## src/rtl/if_prefetch_queue.sv

```systemverilog
// ----------------------------------------------------------------------------
// if_prefetch_queue
//
// Instruction prefetch queue sitting between the instruction cache and the
// fetch stage. It walks the PC forward one word at a time, keeps at most one
// icache request outstanding, and buffers up to DEPTH returned instructions
// together with their PCs. The head entry is offered to fetch over a
// valid/ready handshake. A redirect flushes everything, kills any in-flight
// icache request and restarts fetching at the new PC; a misaligned restart PC
// produces a single exception entry and halts fetching until the next
// redirect.
//
// Ports:
//   clk            clock
//   rst            synchronous active-high reset
//   ic_req_o       icache request (held with ic_addr_o until ic_ack_i)
//   ic_addr_o      icache request address (current fetch PC)
//   ic_kill_o      abort the in-flight icache request
//   ic_ack_i       icache response valid, completes the current request
//   ic_rdata_i     icache response instruction
//   redirect_i     flush and restart at redirect_pc_i
//   redirect_pc_i  restart PC
//   deq_valid_o    head entry valid
//   deq_ready_i    fetch consumes the head entry
//   deq_instr_o    head instruction (NOP for an exception entry)
//   deq_pc_o       head PC
//   deq_misalign_o head is a misaligned-PC exception entry
//   count_o        current occupancy
// ----------------------------------------------------------------------------
module if_prefetch_queue #(
    parameter int unsigned            DEPTH    = 4,
    parameter int unsigned            XLEN     = 32,
    parameter logic [XLEN-1:0]        PC_RESET = 32'h8000_0000
) (
    input  logic                      clk,
    input  logic                      rst,
    output logic                      ic_req_o,
    output logic [XLEN-1:0]           ic_addr_o,
    output logic                      ic_kill_o,
    input  logic                      ic_ack_i,
    input  logic [31:0]               ic_rdata_i,
    input  logic                      redirect_i,
    input  logic [XLEN-1:0]           redirect_pc_i,
    output logic                      deq_valid_o,
    input  logic                      deq_ready_i,
    output logic [31:0]               deq_instr_o,
    output logic [XLEN-1:0]           deq_pc_o,
    output logic                      deq_misalign_o,
    output logic [$clog2(DEPTH):0]    count_o
);

    localparam int unsigned PW = $clog2(DEPTH);
    localparam int unsigned CW = PW + 1;
    localparam logic [CW-1:0] DEPTH_C = CW'(DEPTH);
    localparam logic [31:0]   NOP     = 32'h0000_0013;

    typedef enum logic [1:0] {
        S_RUN,
        S_KILL,
        S_HALT
    } state_e;

    typedef struct packed {
        logic [XLEN-1:0] pc;
        logic [31:0]     instr;
        logic            misalign;
    } entry_t;

    state_e          state_q, state_d;
    logic [XLEN-1:0] fetch_pc_q, fetch_pc_d;
    logic [CW-1:0]   count_q, count_d;
    logic [PW-1:0]   wr_ptr_q, wr_ptr_d;
    logic [PW-1:0]   rd_ptr_q, rd_ptr_d;
    // Low for the first cycle after reset so the icache sees the request drop.
    logic            req_en_q;
    entry_t          mem_q [DEPTH];

    logic req_raw;
    logic push;
    logic pop;
    logic redir_misalign;

    // Request that would be presented absent a redirect. A request, once
    // raised, stays up until ack because count cannot grow without an ack.
    assign req_raw        = (state_q == S_RUN) & req_en_q & (count_q < DEPTH_C);
    assign ic_req_o       = req_raw & ~redirect_i;
    assign ic_addr_o      = fetch_pc_q;
    assign ic_kill_o      = redirect_i & req_raw;

    assign push           = ic_req_o & ic_ack_i;
    assign pop            = deq_valid_o & deq_ready_i & ~redirect_i;
    assign redir_misalign = redirect_i & (redirect_pc_i[1:0] != 2'b00);

    assign deq_valid_o    = (count_q != '0);
    assign deq_pc_o       = mem_q[rd_ptr_q].pc;
    assign deq_instr_o    = mem_q[rd_ptr_q].instr;
    assign deq_misalign_o = mem_q[rd_ptr_q].misalign;
    assign count_o        = count_q;

    // NOTE: every variable gets a default first so no path leaves it
    // unassigned and no latch is inferred.
    always_comb begin
        state_d    = state_q;
        fetch_pc_d = fetch_pc_q;
        count_d    = count_q;
        wr_ptr_d   = wr_ptr_q;
        rd_ptr_d   = rd_ptr_q;

        if (redirect_i) begin
            // Redirect wins over any push/pop in the same cycle.
            fetch_pc_d = redirect_pc_i;
            rd_ptr_d   = '0;
            if (redir_misalign) begin
                // The exception entry lands in slot 0.
                count_d  = CW'(1);
                wr_ptr_d = PW'(1);
                state_d  = S_HALT;
            end else begin
                count_d  = '0;
                wr_ptr_d = '0;
                state_d  = S_KILL;
            end
        end else begin
            if (state_q == S_KILL) begin
                state_d = S_RUN;
            end
            if (push) begin
                wr_ptr_d   = wr_ptr_q + PW'(1);
                fetch_pc_d = fetch_pc_q + XLEN'(4);
            end
            if (pop) begin
                rd_ptr_d = rd_ptr_q + PW'(1);
            end
            case ({push, pop})
                2'b10:   count_d = count_q + CW'(1);
                2'b01:   count_d = count_q - CW'(1);
                default: count_d = count_q;
            endcase
        end
    end

    // NOTE: sequential state uses non-blocking assignments so every register
    // samples the pre-edge values regardless of statement order.
    always_ff @(posedge clk) begin
        if (rst) begin
            state_q    <= S_RUN;
            fetch_pc_q <= PC_RESET;
            count_q    <= '0;
            wr_ptr_q   <= '0;
            rd_ptr_q   <= '0;
            req_en_q   <= 1'b0;
        end else begin
            state_q    <= state_d;
            fetch_pc_q <= fetch_pc_d;
            count_q    <= count_d;
            wr_ptr_q   <= wr_ptr_d;
            rd_ptr_q   <= rd_ptr_d;
            req_en_q   <= 1'b1;
        end
    end

    // NOTE: the entry storage has no reset; count_q alone decides which
    // entries are meaningful, so clearing the array would only cost logic.
    always_ff @(posedge clk) begin
        if (redir_misalign) begin
            mem_q[0] <= '{pc: redirect_pc_i, instr: NOP, misalign: 1'b1};
        end else if (push) begin
            mem_q[wr_ptr_q] <= '{pc: fetch_pc_q, instr: ic_rdata_i, misalign: 1'b0};
        end
    end

endmodule

```

## config.mk

```make
export PLATFORM = sky130hd
export DESIGN_NAME = if_prefetch_queue
export DESIGN_NICKNAME = d
export VERILOG_FILES = /design/src/rtl/if_prefetch_queue.sv
export SDC_FILE = /design/constraint.sdc
export NUM_CORES = 1
export LEC_CHECK = 0
export CORE_MARGIN = 5
export CORE_UTILIZATION = 40
export DETAILED_ROUTE_END_ITERATION = 10
export MAX_ROUTING_LAYER = met4
export PLACE_DENSITY_LB_ADDON = 0.15
export RECOVER_POWER = 100
export SLEW_MARGIN = 40
export SYNTH_ARGS = -nofsm -noshare
export SYNTH_HDL_FRONTEND = slang
export SYNTH_SLANG_ARGS = --single-unit
```

## constraint.sdc

```tcl
create_clock -name clk -period 15 [get_ports clk]
set_input_delay 3 -clock clk [delete_from_list [all_inputs] [get_ports clk]]
set_output_delay 3 -clock clk [all_outputs]
set_load 0.03 [all_outputs]
```

; Word-level counts from Yosys, hierarchy flattened
; Memory sizes are Yosys's and may differ from the RTL's. A register that Yosys moved wholly into a read port is not among the register bits.
; Index checks and enable logic that the tools add are counted.
[word_totals]
regBits = 42
wordCells = 55
mem_bits_rw = 260
input_bits = 69
mem_count = 1
[memory_table]
columns = name, words, word_bits, read_ports, rd_clocked_by_memory_dff, wr, line_no
row1 = mem_q, 4, 65, 1, 1, 1, 76  ; entry_t mem_q [DEPTH];
[op_classes]
n_reduce_logical = 8
n_bitwise = 9
n_eq_ne = 3
n_mux = 22
order_cmp = 1
n_addsub = 5
[ops]
columns = op, count
row1 = 2-to-1 mux 65 bit, 1
row2 = OR reduction 65 bit, 1
row3 = 2-to-1 mux 32 bit, 2
row4 = "adder 32 x 3 -> 32 bit, second input constant", 1
row5 = 2-to-1 mux 2 bit, 8
row6 = 2-to-1 mux 1 bit, 9
row7 = bitwise AND 1 bit, 8
row8 = case mux 3 bit (2 select lines), 1
row9 = nonzero test 2 bit, 3
row10 = nonzero test 3 bit, 2
row11 = "adder 2 x 1 -> 2 bit, second input constant", 2
row12 = "equality test 2 x 1 -> 1 bit, second input constant", 2
row13 = "adder 3 x 1 -> 3 bit, second input constant", 1
row14 = "< comparator 3 bit, second input constant", 1
row15 = 2-to-1 mux 3 bit, 1
row16 = "subtractor 3 x 1 -> 3 bit, second input constant", 1
row17 = "equality test 2 bit, second input constant", 1
row18 = logical NOT 2 bit, 1
row19 = OR reduction 2 bit, 1
row20 = NOT 1 bit, 1

; Longest topological paths before layout
[logic_depth]
word_depth = 10
mapped_depth = 10

; Least setup slack after synthesis
; No wires, ideal clock.
[synth_timing]
path_kind = input port to flip-flop
startpoint = input port redirect_i
endpoint = memory mem_q[0][0] in the netlist's numbering (enable)
t_required_ns = 14.335
arrival_time_ns = 9.860
stages = 2
setup_ns = 0.665
path_slack_ns = 4.475
n_path_buf = 1
path_cell_list = buf_1 -> o41ai_1
[synth_between]
elab_chain_cells = 8
elab_cells_between_ends = 12
cone_classes = mux: 7 / bitwise: 4 / reduce/logical: 1
[synth_lines]
columns = item, line_no
row1 = "start, declared", 42  ; input logic redirect_i,
row2 = NOT 1 bit, 86  ; assign ic_req_o = req_raw & ~redirect_i;
row3 = bitwise AND 1 bit, 86
row4 = bitwise AND 1 bit, 90  ; assign push = ic_req_o & ic_ack_i;
row5 = 2-to-1 mux 1 bit, 167  ; end else if (push) begin
row6 = 2-to-1 mux 1 bit, 165  ; if (redir_misalign) begin
row7 = 2-to-1 mux 1 bit (implied by the code), 168  ; mem_q[wr_ptr_q] <= '{pc: fetch_pc_q, instr: ic_rdata_i, misalign: 1'b0};
row8 = OR reduction 65 bit (no source line), -
row9 = 2-to-1 mux 2 bit (no source line) or 2-to-1 mux 1 bit (tied branches), -
row10 = "end, declared", 76
; Several ways; a longest one is shown, not always the timed one.

; Worst setup path after layout
[layout_timing]
startpoint = input port redirect_i
endpoint = memory mem_q[3][5] in the netlist's numbering (enable)
; The elaborated chain is that of the path after synthesis.

==> impl_metrics.yaml <==
status:
  status: "finished, violations left"
  violations: "capacitance limit, slew limit"
cts:
  cts-root-buf: "clkbuf_16"
  cts_tree: "yes"
  clockBufferDepth: 3
  cts_setup_buffers: 0
  clk_latency_ns: 0.50
  cts_resized: 0
  h-tree-depth: 2
  numCtsBuffers: 34
  cts_sinks: 304
  cts.clk_slew.worst_paths_ns: 0.06
  hold_buffers: 0
timing:
  post-route-period-util: 0.7233
  relSlewSlack: -1.939
  setup_viol: 0
  grt_setup_unrepaired: "no"
  fmax_ghz: 0.09217
  setup_tns_ns: 0
  layout_setup_ws_ns: 4.150
  worst_pin_slew_ns: 4.409
  layout_min_cycle_time_ns: 10.85
  skew_ns: 0.01364
  hold_viol_final: 0
  hold_ws_ns: 0.5284
  finalMaxSlewViolations: 388
drt:
  drc_errors: 0
  wirelength_um: 28310
  drt_iter0_markers: 444
  wl_per_cell_um: 20.82
  dr.pass1.iters: 4
  drtAntennaViolNets: 0
  via_count: 7080
  viasPerCell: 5.206
setup_path:
  critPathLaunch: "redirect_i"
  required_ns: 15.12
  crit_fanout: 73
  criticalPathCategory: "primary input to flop"
  cp.arrival_ns: 10.97
  r2r-start: "count_o[2]"
  critPathCaptureType: "flop"
  crit_path_start_kind: "primary input"
grt:
  overflow: 0
  grt_pass1_vias: 7475
  track_usage: 0.1703
  grt_max_degree: 74
  grt_pass1_wl_um: 43640
  antenna_found_initial: 1
power_and_ir_drop:
  leakage_nw: 5.394
  powerDensity_nw_per_um2: 125.5
  ir_drop_uv: 69.71
floorplanning:
  dieArea_sq_um: 34330
  die_h_um: 185.3
  chipWidth_um: 185.3
  start_util: 0.4039
  core-area_sq_um: 30430
  io_pins: 172
  fp-row-count: 64
synth:
  synth-async-reset-ratio: 0
  synth_cell_types: 53
  avgSynthCellArea_sq_um: 16.23
  synth_edf_count: 260
  synthFlopType: "edfxtp_1"
  syn_area_sq_um: 12290
  syn-num-nets: 828
  ys_ff_latch: 304
  yosysSeqAreaShare: 0.7070
  yosysWarnings: 0
  synth_cells: 757
cells_and_area:
  mostFrequentLayoutCell: "edfxtp_1"
  nets: 1008
  final_layout_size_suffix_gt1_frac: 0.1340
  layout_common_cells: "edfxtp_1, nand2_1, dlygate4sd3_1"
  stdcell_count: 1360
  design_area_sq_um: 15530
  area_delta_synth_final_pct: 26.38
placed_design:
  place_ws_ns: 6.905
  dp_cells: 1297
  port_buffers: 171
  dpl-instance-area_sq_um: 14470
  gp_congestion: 0.7801
  hpwl_um: 16760
min_path:
  hold_class: "flop to flop"
  hold_start: "state_q[0]"
flow_run:
  drv_cap: 7
==> area by class of cell <==
type,count,area [sq um]
clock buffers,44,972.2
diodes,1,2.502
flip-flops and latches,304,8696
fillers,2595,14900
well taps,396,495.5
multi-input cells,408,3398
clock inverters,18,165.2
inverters,6,22.52
repair buffers,183,1779
==> routing by layer <==
layer,part of all wire,global-route usage
met5,0,-
met4,0.020,0.04316
met3,0.062,0.03594
met2,0.46,0.2562
met1,0.46,0.2393
==> through the flow <==
stage / power, mW / util
after floorplan: 1.066 / -
after global placement: 1.146 / 0.4748
after detailed placement: 1.146 / 0.4755
after CTS: 1.981 / 0.5129
after global routing: 2.019 / 0.5104
final: 1.949 / 0.5104
==> synthesized netlist by cell type (2+ instances only) <==
| cell type | n | area [sq um] |
|---|---|---|
| xor2_1 | 13 | 113.9 |
| and4_1 | 3 | 26.28 |
| buf_1 | 2 | 7.510 |
| nand2b_1 | 3 | 18.77 |
| o21ai_0 | 9 | 45.04 |
| nand3_1 | 12 | 60.06 |
| o21a_1 | 4 | 30.03 |
| nand2_1 | 118 | 442.9 |
| and2_1 | 42 | 262.8 |
| nand4_1 | 16 | 100.1 |
| xnor2_1 | 11 | 96.34 |
| mux4_2 | 65 | 1464 |
| nand4_2 | 2 | 25.02 |
| edfxtp_1 | 260 | 7807 |
| mux2i_1 | 4 | 40.04 |
| a31oi_1 | 13 | 81.33 |
| o22ai_1 | 8 | 50.05 |
| and3_1 | 4 | 25.02 |
| nor2_1 | 28 | 105.1 |
| or3_1 | 4 | 25.02 |
| inv_1 | 5 | 18.77 |
| clkbuf_1 | 24 | 90.09 |
| o211ai_1 | 4 | 30.03 |
| nor3_1 | 5 | 25.02 |
| a32oi_1 | 2 | 17.52 |
| buf_2 | 11 | 55.05 |
| dfxtp_1 | 44 | 880.8 |
| a21oi_1 | 12 | 60.06 |
| a211oi_1 | 5 | 37.54 |
==> path summary, 6_finish.rpt <==
| check | end | cells after the start | slack [ns] |
|---|---|---|---|
| worst max-delay path | mem_q[3][5] | 8 | 4.15 |
| worst min-delay path | state_q[0] | 2 | 0.53 |
| worst max register to register | mem_q[3][5] | 5 | 8.78 |
| worst min register to register | state_q[0] | 2 | 0.53 |
==> sequential cells by signal, summed over array words and instances (netlist names), named ones only <==
name and count:
count_o 3, req_en_q 1, ic_addr_o 32, mem_q 260
wr_ptr_q 2, state_q 2, rd_ptr_q 2
==> cell families after synthesis <==
group	after synthesis	share of synthesized area
buffers and inverters	45	0.01578
AND/OR/NAND/NOR	248	0.1002
AO/OA/AOI/OAI	63	0.03279
flip-flops	304	0.7070
adder cells (fa/ha/maj)	2	0.002647
multiplexers	71	0.1245
XOR/XNOR	24	0.01710
==> worst max-delay path, stage by stage <==
cell           delay, ns
dlygate4sd3_1       0.79
clkbuf_1            0.46
inv_1               0.16
clkbuf_1            1.45
and3_1              0.37
clkbuf_1            2.67
and3_1              1.27
buf_4               0.71
==> power by group <==
group | switching [mW] | leakage, nW | internal, mW
Sequential | 0.0148 | 2.94 | 0.940
Clock | 0.320 | 0.552 | 0.509
Combinational | 0.0966 | 1.90 | 0.0677
Note: power is estimated with default switching activity, not from simulation.
==> variant 1, RTL diff (config.mk and constraints unchanged) <==
The parameter `XLEN` goes from 32 to 48.
--- a/src/rtl/if_prefetch_queue.sv
+++ b/src/rtl/if_prefetch_queue.sv
@@ -31,3 +31,3 @@
     parameter int unsigned            DEPTH    = 4,
-    parameter int unsigned            XLEN     = 32,
+    parameter int unsigned            XLEN     = 48,
     parameter logic [XLEN-1:0]        PC_RESET = 32'h8000_0000
Ports: changed (resized deq_pc_o, ic_addr_o and redirect_pc_i); port bits go from 172 to 220. The function was not compared with the original's and may differ.
==> variant 1 against the unedited design <==
  * The run still ends with capacitance limit, slew limit left
  * Synthesized cell count grew 39%
  * Cell area is 29% higher
  * Largest cell class unchanged
  * Die area rose by 28%
  * Sequential share of layout area decreased by 1.2 points
  * Critical endpoint is now count_o[2]
  * Synthesized area grew 30%
  * Power up 25%
  * Routed wire length grew 49%
  * Sequential cell count grew 80
  * Setup slack gained 0.50 ns
  * Global-route usage grew 2.4 points
==> variant 1: results (changes against the unedited design) <==
* Run status: finished, violations left
* Failing checks: capacitance limit, slew limit
* Path class of the lowest-slack min-delay path: flip-flop to flip-flop
* Cell chosen for the clock root: sky130_fd_sc_hd__clkbuf_16
* Max Fanout on Critical Path at 61 (-16%)
* Internal cell power at 0.00186 W (+23%)
* Cell area after placement at 0.0187 mm2 (+29%)
* Portion of the post-synthesis area used by sequential elements at 0.683 (-0.0236)
* Fraction of layout cells with a size suffix above 1 at 0.133 (-0.000777)
* Post-CTS Setup Inserts at 0 (unchanged)
* Starting DRT DRC Count at 625 (+41%)
* Dominant cells by area after synthesis: sky130_fd_sc_hd__edfxtp_1 61%, sky130_fd_sc_hd__mux4_2 11%, sky130_fd_sc_hd__dfxtp_1 7.5%
* Maximum root-to-sink buffer count at 3 (unchanged)
* Number of H-tree branching levels at 2 (unchanged)
* Final clock skew at 0.0169 ns (+0.00324 ns)
* Number of cell instances on the worst register-to-register path at 11 (+6)
* Share of async-settable or async-resettable flops after synthesis at 0 (unchanged)
* Post-synth cell types at 63 (+19%)
* Routed metal-1 wirelength at 18700 um (+44%)
* Total via count in the routed design at 9901 (+40%)
* Dpl ws at 7.46 ns (+0.555 ns)
* Routed wire length on met3 at 2540 um (+44%)
* Wire length of the first global-routing pass at 63600 um (+46%)
* Placer's final routability congestion estimate at 0.848 (+8.7%)
* Longest individual stage delay on the worst path at 2.29 ns (-0.38 ns)
* Detail Placement HPWL at 26700 um (+59%)
* Number of CTS-inserted buffers at 42 (+24%)
* WL/cell at 23.1 um (+11%)
* Largest Register: mem_q
* Highest metal layer with signal wires: met4
* Length of routed met2 wiring at 20100 um (+55%)
* Port-buffer cells at 219 (+28%)
* All-layer global routing usage at 0.195 (+0.0242)
* Clock latency on the worst-skew pair at 0.56 ns (+0.06 ns)
* Worst vdd rail ir drop at 0.0000924 V (+33%)
* Total Nets Final at 1354 (+34%)
* Number of gates resized after CTS at 0 (unchanged)
* Number of synthesis warnings at 0 (unchanged)
* Relative slew slack at -1.65 (+0.288)
* Lkg Pwr at 6.70 nW (+24%)
* Number of global-route vias before repair at 10134 (+36%)
* Critical-path cell with the highest stage delay: sky130_fd_sc_hd__clkbuf_1
* Maximum Capacitance Violations at 11 (+4)
* Largest register FFs at 324 (+25%)
* Max Transition Viols Final at 452 (+16%)
* Number of cells on the worst hold path at 2 (unchanged)
* Antenna violations before repair at 1 (unchanged)
* Maximum number of pins on one net before global-route repair at 67 (-9.5%)
* Number of nets in the synthesized netlist at 1142 (+38%)
* Signal arrival time at the worst endpoint at 10.80 ns (-0.17 ns)
* Number of flops mapped to enable cells by yosys at 324 (+25%)
* Most common library cells after synthesis: 324 x sky130_fd_sc_hd__edfxtp_1, 181 x sky130_fd_sc_hd__nand2_1, 81 x sky130_fd_sc_hd__mux4_2, 60 x sky130_fd_sc_hd__dfxtp_1, 44 x sky130_fd_sc_hd__nor2_1
## variant 1: changes by cell type in the layout (fill, tap and decap cells not counted), moves of 15 or more
cell	unedited run	this run
sky130_fd_sc_hd__and2_0	29	2
sky130_fd_sc_hd__mux4_2	65	81
sky130_fd_sc_hd__clkdlybuf4s50_1	67	85
sky130_fd_sc_hd__nor2_1	27	44
sky130_fd_sc_hd__edfxtp_1	260	324
sky130_fd_sc_hd__and3_1	5	40
sky130_fd_sc_hd__dlygate4sd3_1	104	132
sky130_fd_sc_hd__nand2_1	119	181
sky130_fd_sc_hd__a211oi_1	5	20
sky130_fd_sc_hd__dfxtp_1	42	59
## variant 1: logic make-up after synthesis
| family | Yosys count | synth area share |
|---|---|---|
| compound gates | 85 | 0.0361 |
| xor+xnor | 30 | 0.0164 |
| fa+ha+maj | 2 | 0.00203 |
| buf+inv | 75 | 0.0228 |
| flops | 384 | 0.683 |
| mux | 89 | 0.119 |
| simple gates | 390 | 0.120 |
## variant 1: final cells by class
cell class | count | area, um2
inverters | 6 | 22.5
flip-flops and latches | 384 | 10900
fillers | 3392 | 19700
repair buffers | 237 | 2290
clock buffers | 54 | 1130
clock inverters | 22 | 201
diodes | 2 | 5.00
multi-input cells | 596 | 4720
well taps | 525 | 657
## variant 1: per-layer routing
layer  global-route usage  vias to the layer above
met3               0.0412                       52
li1                     -                     4519
met5                    -                        -
met2                0.301                      274
met1                0.264                     5056
met4               0.0547                        0
## variant 1: stage by stage
stage / hold WS, ns / cells / total power [W]
after floorplan: 0.471 / 1055 / 0.00136
after global placement: 0.503 / 1747 / 0.00148
after detailed placement: 0.508 / 1747 / 0.00148
after CTS: 0.527 / 1823 / 0.00248
after global routing: 0.558 / 1825 / 0.00253
final: 0.525 / 1826 / 0.00244
## variant 1: worst paths after layout
path	start	endpoint	slack (ns)
setup reg to reg	count_o[2]	count_o[2]	8.41
setup / recovery	redirect_i	count_o[2]	4.65
hold reg to reg	ic_addr_o[0]	ic_addr_o[0]	0.53
hold / removal	ic_addr_o[0]	ic_addr_o[0]	0.53
## variant 1: worst max-delay path, delay by kind of cell
family / cells / cell delay (ns)
buf+inv: 6 / 5.57
compound gates: 1 / 0.22
fa+ha+maj: 1 / 0.43
mux: 1 / 0.17
simple gates: 4 / 1.34
## variant 1: power groups by stage
stage / registers, W / clock network, W / logic (W)
after floorplan: 0.00125 / 0 / 0.000119
after global placement: 0.00123 / 0 / 0.000242
after detailed placement: 0.00123 / 0 / 0.000243
after CTS: 0.00121 / 0.00102 / 0.000244
after global routing: 0.00122 / 0.00107 / 0.000246
final: 0.00121 / 0.000996 / 0.000231
==> variant 2, RTL diff (same settings) <==
Made on the original files. Re-encode `state_e` (3 states) as one-hot, 3 bits wide.
--- a/src/rtl/if_prefetch_queue.sv
+++ b/src/rtl/if_prefetch_queue.sv
@@ -56,6 +56,6 @@
 
-    typedef enum logic [1:0] {
-        S_RUN,
-        S_KILL,
-        S_HALT
+    typedef enum logic [2:0] {
+        S_RUN  = 3'b001,
+        S_KILL = 3'b010,
+        S_HALT = 3'b100
     } state_e;
Formal check against the unedited RTL: no difference found for any inputs over 4 cycles, from zero or initial values and one cycle with rst high; so few cycles prove little.
==> variant 2 against the unedited design <==
  * The flow still finishes with violations (capacitance limit, slew limit)
  * Cell count decreased by 1.0%
  * Synthesized area increased by 1.3%
  * Routed wire length increased by 2.2%
  * Cell area increased by 0.64%
  * Sequential cell count increased by 1
  * Die area increased by 1.2%
  * Synthesized cell count decreased by 1.6%
  * Setup slack improved by 0.88 ns
  * Sequential share of layout area decreased by 0.25 points
  * Power decreased by 1.1%
  * Core utilization decreased by 0.078 points
  * Critical endpoint is now mem_q[2][1]
  * Largest cell class unchanged
  * Highest routed layer unchanged
==> variant 2: results (changes against the unedited design) <==
* Fraction of layout cells with a size suffix above 1 at 0.148 (+0.0136)
* Dominant cells by area after synthesis: sky130_fd_sc_hd__edfxtp_1 63%, sky130_fd_sc_hd__mux4_2 12%, sky130_fd_sc_hd__dfxtp_1 7.2%
* Met1 Track Usage GR at 0.237 (-0.00189)
* Maximum Capacitance Violations at 11 (+4)
* Starting DRT DRC Count at 436 (-1.8%)
* FF-to-FF Start: state_q[0]
* Slew at the pin with the worst max-slew slack at 3.36 ns (-1.05 ns)
* Run status: finished, violations left
* Terminus of the critical flop-to-flop path: mem_q[2][1]
* Worst min-delay path endpoint: ic_addr_o[0]
* Routed wire length at 28900 um (+2.2%)
* Hold Slack at 0.510 ns (-0.0186 ns)
* Worst setup slack for register-to-register paths at 7.72 ns (-1.06 ns)
* Portion of the post-synthesis area used by sequential elements at 0.700 (-0.00735)
* Placer's final routability congestion estimate at 0.766 (-1.8%)
* Final-layout fill cell count at 2607 (+0.46%)
* Number of global-route vias before repair at 7578 (+1.4%)
* Signal arrival time at the worst endpoint at 10.01 ns (-0.96 ns)
* Met2 layer usage reported by global route at 0.269 (+0.0127)
* Dpl ws at 7.08 ns (+0.179 ns)
* Number of cell instances on the worst register-to-register path at 6 (+1)
* Max Fanout on Critical Path at 61 (-16%)
* All-layer global routing usage at 0.171 (+0.000443)
* Most common library cells after synthesis: 260 x sky130_fd_sc_hd__edfxtp_1, 103 x sky130_fd_sc_hd__nand2_1, 65 x sky130_fd_sc_hd__mux4_2, 45 x sky130_fd_sc_hd__dfxtp_1, 36 x sky130_fd_sc_hd__nor2_1
* Post-DR vias/cell at 5.22 (+0.27%)
* Total Nets Final at 996 (-1.2%)
* Final clock skew at 0.0118 ns (-0.00188 ns)
* Wire length of the first global-routing pass at 45500 um (+4.2%)
* Worst vdd rail ir drop at 0.0000568 V (-19%)
* Source of the critical timing path: ic_ack_i
* Clock latency on the worst-skew pair at 0.50 ns (about the same)
* Max Transition Viols Final at 412 (+6.2%)
* Maximum number of pins on one net before global-route repair at 62 (-16%)
* Failing checks: capacitance limit, slew limit
* First-pass iteration count of the detailed router at 5 (+1)
* Number of nets in the synthesized netlist at 816 (-1.4%)
* Post-synth cell types at 55 (+3.8%)
* Detail Placement HPWL at 17700 um (+5.9%)
[variant 2: area by class of cell]
type                            instances  share of cell area
Sequential cell                       305               0.557
Multi-Input combinational cell        393               0.224
Timing Repair Buffer                  183               0.114
Clock buffer                           51              0.0645
Tap cell                              396              0.0317
Clock inverter                          9             0.00592
Inverter                                8             0.00208
Antenna cell                            1            0.000160
[variant 2: routing by layer]
layer / up-vias / wire (um)
met5: - / 0
met1: 3566 / 13500
li1: 3241 / -
met2: 191 / 13900
met4: 0 / 284
met3: 28 / 1270
[variant 2: logic make-up (layout without fill, tap and decap cells)]
kind of cell,count (synthesis),after routing,synth area share
AO/OA/AOI/OAI,52,52,0.0280
XOR/XNOR,32,32,0.0225
adder cells (fa/ha/maj),2,2,0.00261
buffers and inverters,47,251,0.0196
flip-flops,305,305,0.700
multiplexers,72,72,0.124
other,0,1,0
AND/OR/NAND/NOR,235,235,0.104
[variant 2: report_power, final]
part	leakage [nW]	internal (W)	switching, W
Sequential	2.66	0.000941	0.0000159
Combinational	1.86	0.0000666	0.0000922
Clock	0.535	0.000498	0.000312
Total	5.06	0.00151	0.000420
[variant 2: stage by stage]
| stage | util | std cells | total power [W] | cell area [um2] |
|---|---|---|---|---|
| after floorplan | - | 745 | 0.00106 | 12400 |
| after global placement | 0.475 | 1283 | 0.00114 | 14600 |
| after detailed placement | 0.476 | 1285 | 0.00114 | 14600 |
| after CTS | 0.512 | 1345 | 0.00196 | 15700 |
| after global routing | 0.510 | 1346 | 0.00200 | 15600 |
| final | 0.510 | 1346 | 0.00193 | 15600 |
[variant 2: worst max-delay path by stage]
stage / endpoint / slack, ns / depth (start not counted)
final: mem_q[2][1] / 5.03 / 7
after global routing: mem_q[2][14] / 4.32 / 7
after CTS: ic_kill_o / 7.08 / 4
after detailed placement: ic_kill_o / 7.08 / 4
after global placement: ic_kill_o / 7.07 / 4
after floorplan: mem_q[0][0] / 5.57 / 6
[variant 2: critical path: stages]
cell	delay (ns)
sky130_fd_sc_hd__dlygate4sd3_1	0.71
sky130_fd_sc_hd__nand4bb_1	0.28
sky130_fd_sc_hd__nor2_4	0.16
sky130_fd_sc_hd__clkbuf_1	2.25
sky130_fd_sc_hd__inv_4	0.84
sky130_fd_sc_hd__nor3b_1	0.48
sky130_fd_sc_hd__clkbuf_1	2.22
